==> src/rtl/pulse_to_level_pkg.sv <==
// ============================================================================
// Module      : pulse_to_level_pkg
// Description : State encodings and saturating helpers for the edge-detect family.
// Revision    : 1.0 - initial release
// ============================================================================
`default_nettype none

package pulse_to_level_pkg;

    typedef enum logic [1:0] {
        ST_IDLE = 2'b00,
        ST_HIGH = 2'b01,
        ST_GAP  = 2'b10
    } p2l_state_e;

    localparam logic [7:0] c_sat_max = 8'hFF;

    function automatic logic [7:0] sat_inc(input logic [7:0] value);
        return (value == c_sat_max) ? value : value + 8'd1;
    endfunction

endpackage

`default_nettype wire

==> src/rtl/pulse_to_level_sat_cnt8.sv <==
// ============================================================================
// Module      : sat_cnt8
// Description : 8-bit saturating event counter; clear wins over increment.
// Revision    : 1.0 - initial release
// ============================================================================
`default_nettype none

module sat_cnt8
    import pulse_to_level_pkg::*;
(
    input  logic       i_clk,
    input  logic       rst_n,
    input  logic       i_clr,
    input  logic       i_inc,
    output logic [7:0] o_count
);

    logic [7:0] r_count;

    always_ff @(posedge i_clk) begin
        if (!rst_n) begin
            r_count <= 8'd0;
        end else if (i_clr) begin
            r_count <= 8'd0;
        end else if (i_inc) begin
            r_count <= sat_inc(r_count);
        end
    end

    assign o_count = r_count;

endmodule

`default_nettype wire

==> src/rtl/pulse_to_level.sv <==
// ============================================================================
// Module      : pulse_to_level
// Description : Stretches a trigger pulse into a level of programmable length,
//               followed by a forced-low guard interval.
// Revision    : 1.0 - initial release
// ============================================================================
`default_nettype none

module pulse_to_level
    import pulse_to_level_pkg::*;
#(
    parameter int WIDTH   = 8,
    parameter int MIN_LOW = 1
)
(
    input  logic             i_clk,
    input  logic             rst_n,
    input  logic             pulse,
    input  logic [WIDTH-1:0] len,
    input  logic             retrig,
    input  logic             clr_drop,
    output logic             level,
    output logic             done,
    output logic             busy,
    output logic [7:0]       drop_cnt,
    output logic [1:0]       p_STATE
);

    localparam logic [7:0] c_guard_load = 8'(MIN_LOW - 1);

    p2l_state_e       r_state;
    logic [WIDTH-1:0] r_hold;
    logic [7:0]       r_guard;
    logic             r_level;
    logic             r_done;
    logic             r_busy;

    logic [WIDTH-1:0] w_hold_load;
    logic             w_drop;

    // len=0 is treated as a one-cycle hold
    assign w_hold_load = (len == '0) ? '0 : len - WIDTH'(1);

    assign w_drop = pulse && (((r_state == ST_HIGH) && !retrig) || (r_state == ST_GAP));

    always_ff @(posedge i_clk) begin
        if (!rst_n) begin
            r_state <= ST_IDLE;
            r_hold  <= '0;
            r_guard <= 8'd0;
            r_level <= 1'b0;
            r_done  <= 1'b0;
            r_busy  <= 1'b0;
        end else begin
            r_done <= 1'b0;
            case (r_state)
                ST_IDLE: begin
                    if (pulse) begin
                        r_state <= ST_HIGH;
                        r_hold  <= w_hold_load;
                        r_level <= 1'b1;
                        r_busy  <= 1'b1;
                    end
                end
                ST_HIGH: begin
                    if (pulse && retrig) begin
                        r_hold <= w_hold_load;
                    end else if (r_hold != '0) begin
                        r_hold <= r_hold - WIDTH'(1);
                    end else begin
                        r_state <= ST_GAP;
                        r_guard <= c_guard_load;
                        r_level <= 1'b0;
                        r_done  <= 1'b1;
                    end
                end
                ST_GAP: begin
                    if (r_guard != 8'd0) begin
                        r_guard <= r_guard - 8'd1;
                    end else begin
                        r_state <= ST_IDLE;
                        r_busy  <= 1'b0;
                    end
                end
                default: begin
                    r_state <= ST_IDLE;
                    r_hold  <= '0;
                    r_guard <= 8'd0;
                    r_level <= 1'b0;
                    r_busy  <= 1'b0;
                end
            endcase
        end
    end

    sat_cnt8 u_drop_cnt (
        .i_clk   (i_clk),
        .rst_n   (rst_n),
        .i_clr   (clr_drop),
        .i_inc   (w_drop),
        .o_count (drop_cnt)
    );

    assign level   = r_level;
    assign done    = r_done;
    assign busy    = r_busy;
    assign p_STATE = r_state;

endmodule

`default_nettype wire

==> config.mk <==
export PLATFORM = sky130hd
export DESIGN_NAME = pulse_to_level
export DESIGN_NICKNAME = d
export VERILOG_FILES = /design/src/rtl/pulse_to_level_pkg.sv /design/src/rtl/pulse_to_level_sat_cnt8.sv /design/src/rtl/pulse_to_level.sv
export SDC_FILE = /design/constraint.sdc
export NUM_CORES = 1
export LEC_CHECK = 0
export CORE_UTILIZATION = 35
export DETAILED_ROUTE_END_ITERATION = 10
export HOLD_SLACK_MARGIN = 0.12
export SLEW_MARGIN = 30
export SYNTH_ARGS = -nofsm -noshare
export SYNTH_HDL_FRONTEND = slang
export SYNTH_SLANG_ARGS = --single-unit
==> constraint.sdc <==
create_clock -name i_clk -period 4 [get_ports i_clk]
set_input_delay 0.8 -clock i_clk [delete_from_list [all_inputs] [get_ports i_clk]]
set_output_delay 0.8 -clock i_clk [all_outputs]
set_load 0.05 [all_outputs]
Yosys cells after proc, flatten, opt, wreduce, memory -nomap -nowiden
Cells that the tools add are included.

word-level totals
  output and inout bits = 13
  flip-flop bits (word level) = 29
  memories = 0
  RAM bits = 0
  bits in read-only memories = 0
  logic and storage cells = 63
  input port bits = 13
  bits in latches = 0

cells by class
  multiply operators = 0
  shift operators = 0
  multiplexer cells = 21
  reduce and logical (&&, ||, !) cells = 17
  magnitude comparators = 0
  bitwise operators = 5
  $add $sub $neg = 4
  equal/unequal tests = 9
  div/mod/pow operators = 0

operators by type and width
  kind                                                                     count
  8-bit 2-to-1 mux                                                         7
  8-bit case mux with 3 select lines                                       2
  8-bit by 1-bit subtractor with 8-bit output, second input constant       3
  8-bit nonzero test                                                       2
  4-bit AND reduction                                                      3
  8-bit by 1-bit adder with 8-bit output, second input constant            1
  8-bit equality test, second input constant                               1
  8-bit zero test                                                          1
  2-bit 2-to-1 mux                                                         4
  2-bit inequality test, second input constant                             4
  1-bit case mux with 3 select lines                                       2
  2-bit case mux with 3 select lines                                       1
  3-bit AND reduction                                                      2
  1-bit 2-to-1 mux                                                         5
  1-bit NOT                                                                5
  1-bit logical AND                                                        3
  3-bit by 1-bit inequality test with 1-bit output, second input constant  1
  3-bit OR reduction                                                       1
  2-bit by 1-bit equality test with 1-bit output, second input constant    1
  2-bit equality test, second input constant                               1
  2-bit zero test                                                          1
  2-bit by 1-bit inequality test with 1-bit output, second input constant  1
  2-bit AND reduction                                                      1
  2-bit OR reduction                                                       1
  other kinds (2)                                                          2

Longest topological paths before layout
  depth after elaboration = 5
  mapped depth = 7
  mapped depth without buffers = 7

Cells and area by module
A second synthesis with hierarchy kept.

second synthesis, totals
  cells, all modules = 214
  area total of the unflattened synthesis = 1757.9 µm²

modules (own cells, without submodules)
  module          instances  area each (µm²)  sequential area each (µm²)  cells each
  pulse_to_level  1          1357.6           420.4                       171
  sat_cnt8        1          400.4            160.2                       43

Worst setup path after synthesis
No wires, ideal clock.

  path type = input to register
  start point = input len[0]
  end point = register r_hold[4]
  setup time = 117 ps
  cell stages on the path = 6
  setup slack = 1758 ps
  arrival = 2125 ps
  required time = 3883 ps
  buffers on the path = 0
  cell sequence = inv_1 ha_1 or3b_2 o211ai_1 o32ai_1 a32o_1

on the way
  word-level cells in the longest chain between the ends = 4
  elaborated cells on any way between the ends = 6
  classes of those cells = add/sub: 1; mux: 4; reduce/logical: 1

ends and longest elaborated chain
  element                                                                                RTL line                                    RTL
  start, declared                                                                        pulse_to_level.sv:19                        input logic [WIDTH-1:0] len,
  8-bit by 1-bit subtractor with 8-bit output / 8-bit zero test (equally long branches)  pulse_to_level.sv:42                        assign w_hold_load = (len == '0) ? '0 : len - WIDTH'(1);
  8-bit 2-to-1 mux (*)                                                                   pulse_to_level.sv:42
  8-bit 2-to-1 mux, on equally long branches                                             pulse_to_level.sv:66, pulse_to_level.sv:58
  8-bit case mux with 3 select lines (*)                                                 pulse_to_level.sv:56                        case (r_state)
  end signal, assigned                                                                   pulse_to_level.sv:60                        r_hold <= w_hold_load;
  end signal, assigned                                                                   pulse_to_level.sv:67                        r_hold <= w_hold_load;
  end signal, assigned                                                                   pulse_to_level.sv:69                        r_hold <= r_hold - WIDTH'(1);
  end, declared                                                                          pulse_to_level.sv:32                        logic [WIDTH-1:0] r_hold;

Every way passes the cells marked *; elsewhere a longest branch is shown, timed or not. The select of a mux whose other input is x is not followed.
A chain may end at the register's enable or synchronous reset.

Worst setup path in the final report
Same ends and word-level chain as after synthesis.

==> reports/qor.yml <==
min_period_ns: 2.61
cts.sinks: 29
htree_levels: 2
postRouteAntennaNets: 0
num_rows: 25
cts_tree: "yes"
max_stage_delay_ns: 0.47
synthesis.area_um2: 1730
r2r_cells: 5
drtIter0Drc: 88
synth_edf_count: 0
critPathSlowestCell: "or3b_2"
pin_count: 26
finalHoldViolCount: 0
sw_frac_of_total_pct: 29.2
setup_tns_ns: 0
synth_top_area_cell: "dfxtp_1"
drt-wirelength-per-cell_um: 12.4
power.share.clock_pct: 36.3
synthTopCellsByCount: "29 x dfxtp_1, 16 x nor2_1, 13 x nand2_1, 13 x o21ai_0, 10 x inv_1"
path_clk_slew_ns: 0.06
dieArea_um2: 5220
clkLatencyLatePin_ns: 0.27
switchingPower_uw: 249
syn_avg_cell_area_um2: 8.51
hold_buffers: 0
slew_headroom_pct: 54.7
total_leakage_power_nw: 0.767
areaGrowthSynthToFinish_pct: 24.3
ctsResizeCount: 0
dp_cells: 290
max_freq_mhz: 384
antenna_found_initial: 0
ys_types: 52
synth_seq_cells: 29
grt_pass1_wl_mm: 6.16
vias: 1552
drt_pass1_iterations: 4
grt.total_usage_pct: 15.1
grt_max_degree: 21
synthTopCellsByArea: "dfxtp_1 34%, ha_1 5.1%, o21ai_0 3.8%"
critPathRequiredTime_ns: 4.16
yosysWarnings: 0
finalClockSkew_ns: 0.00660
cts_buffers: 5
grt_overflow_total: 0
layout-drive-gt1-share_pct: 8.66
hold_class: "reg2reg"
gp_congestion: 0.776
num_antenna_cells: 0
cap_violations: 0
worstSetupStartpointType: "input port"
worstReg2RegEnd: "r_hold[7]$_SDFFE_PN0P_"
routed_wl_mm: 3.69
hold_end: "busy$_SDFFE_PN0P_"
clock_path_buffers: 2
p_int_uw: 605
synth_top_area_share_pct: 33.6
min-delay-start: "busy$_SDFFE_PN0P_"
postSynth.asyncResetShare_pct: 0
power_frac_seq_pct: 39.6
final-max-slew-violation-count: 0
syn-num-nets: 223
r2r_slack_ns: 1.87
initial_utilization_pct: 36.6
cts_setup_buffers: 0
path_delay_family: "compound AO/OA/AOI/OAI gates"
finalNonFillerCells: 298
rsz0062_at_grt: "false"
hold_slack_ns: 0.493
vias_per_cell: 5.21
path_max_fanout: 6
chipWidth_um: 72.3
coreArea_um2: 4720
synth_cells: 203
tightest_slew_ns: 0.678
cp_num_buf_inv: 2
whs_path_depth: 2
critPathCaptureType: "register"
die_h_um: 72.3
ys_seq_area_share_pct: 33.6
synth-main-ff-cell: "dfxtp_1"
irDropWorstVdd_mv: 0.243
reg2reg_from: "r_hold[3]$_SDFFE_PN0P_"
crit_type: "in2reg"
root_buffer: "clkbuf_8"
powerDensity_nw_per_um2: 398
dp_hpwl_mm: 2.76
final_nets: 250
setup-violations-final: 0
status: "complete, no violations"
drc: 0
crit_arrival_ns: 2.77
final.period_utilization_pct: 65.2
comb_power_share_pct: 24.1
worstPathCellList: "clkdlybuf4s50_1 -> inv_1 -> ha_1 -> or3b_2 -> o211ai_1 -> o32ai_1 -> a32o_1"
numPortBuffers: 25
yosysMostFrequentCell: "dfxtp_1"
grt_pass1_vias: 1341
cell families (layout without fill, tap and decap cells):
logic type	count (synthesis)	in the layout	synth area share, %
XOR/XNOR	14	14	7.10
adder cells (fa/ha/maj)	7	7	5.07
AO/OA/AOI/OAI	50	50	21.4
buffers and inverters	15	43	3.91
multiplexers	1	1	0.579
flip-flops	29	29	33.6
AND/OR/NAND/NOR	87	87	28.3
routing by layer:
layer	global-route usage (%)	share of wire, %	vias to the layer above
li1	-	-	803
met3	3.75	3.6	5
met4	4.79	0.92	0
met1	21.8	52	721
met2	21.8	43	23
met5	0	0	-
flip-flops by register name, summed over array words and instances (netlist names):
register and count:
busy 1, level 1, p_STATE 2, r_hold 8
u_drop_cnt.o_count 8, r_guard 8, done 1
worst reg2reg max path: stages (launching register included):
cell and delay [ns]:
dfxtp_1 0.38, or4_4 0.62, nor3_2 0.40, a21boi_2 0.19, and2_4 0.23, a32o_1 0.21
power by group through the flow:
stage | Clock [mW] | Sequential (mW) | Combinational (mW)
2_1_floorplan | 0 | 0.354 | 0.138
3_3_place_gp | 0 | 0.344 | 0.205
3_5_place_dp | 0 | 0.344 | 0.205
4_1_cts | 0.321 | 0.337 | 0.206
5_1_grt | 0.332 | 0.342 | 0.226
6_report | 0.310 | 0.338 | 0.206
metrics by stage:
stage | cell area, um2 | power, mW | utilization [%] | worst slack (ns)
floorplan | 1730 | 0.492 | - | 1.76
global placement | 2030 | 0.549 | 43.0 | 1.10
detailed placement | 2030 | 0.549 | 43.0 | 1.10
CTS | 2150 | 0.864 | 45.5 | 1.39
global route | 2150 | 0.900 | 45.5 | 1.24
finish | 2150 | 0.854 | 45.5 | 1.39
how the worst max path moves through the flow:
stage            from                     end  slack [ns]  depth (start not counted)
2_1_floorplan  len[0]  r_hold[4]$_SDFFE_PN0P_        1.76                          6
3_5_place_dp   len[0]  r_hold[4]$_SDFFE_PN0P_        1.10                          7
3_3_place_gp   len[0]  r_hold[4]$_SDFFE_PN0P_        1.10                          7
6_report       len[0]  r_hold[4]$_SDFFE_PN0P_        1.39                          7
5_1_grt        len[0]  r_hold[0]$_SDFFE_PN0P_        1.24                          8
4_1_cts        len[0]  r_hold[4]$_SDFFE_PN0P_        1.39                          7
layout make-up:
cell class,instances,area [um2]
Sequential cell,29,581
Clock inverter,1,30.0
Tap cell,67,83.8
Fill cell,472,2570
Clock buffer,7,86.3
Timing Repair Buffer,25,250
Multi-Input combinational cell,159,1080
Inverter,10,37.5
placed cells by master, fill, tap and decap left out, drive strengths merged, types with 4 or more instances in the layout:
master	count
clkbuf	7
nand2b	4
a21oi	7
o21ai	13
nand4	5
nor2b	5
nand2	13
dfxtp	29
clkdlybuf4s50	25
xor2	7
o22ai	4
nor4	5
nor2	17
nor3	8
xnor2	7
ha	7
a32o	5
inv	10
a21boi	4
nand3	9
No activity file was read; power rests on OpenSTA's default activity.
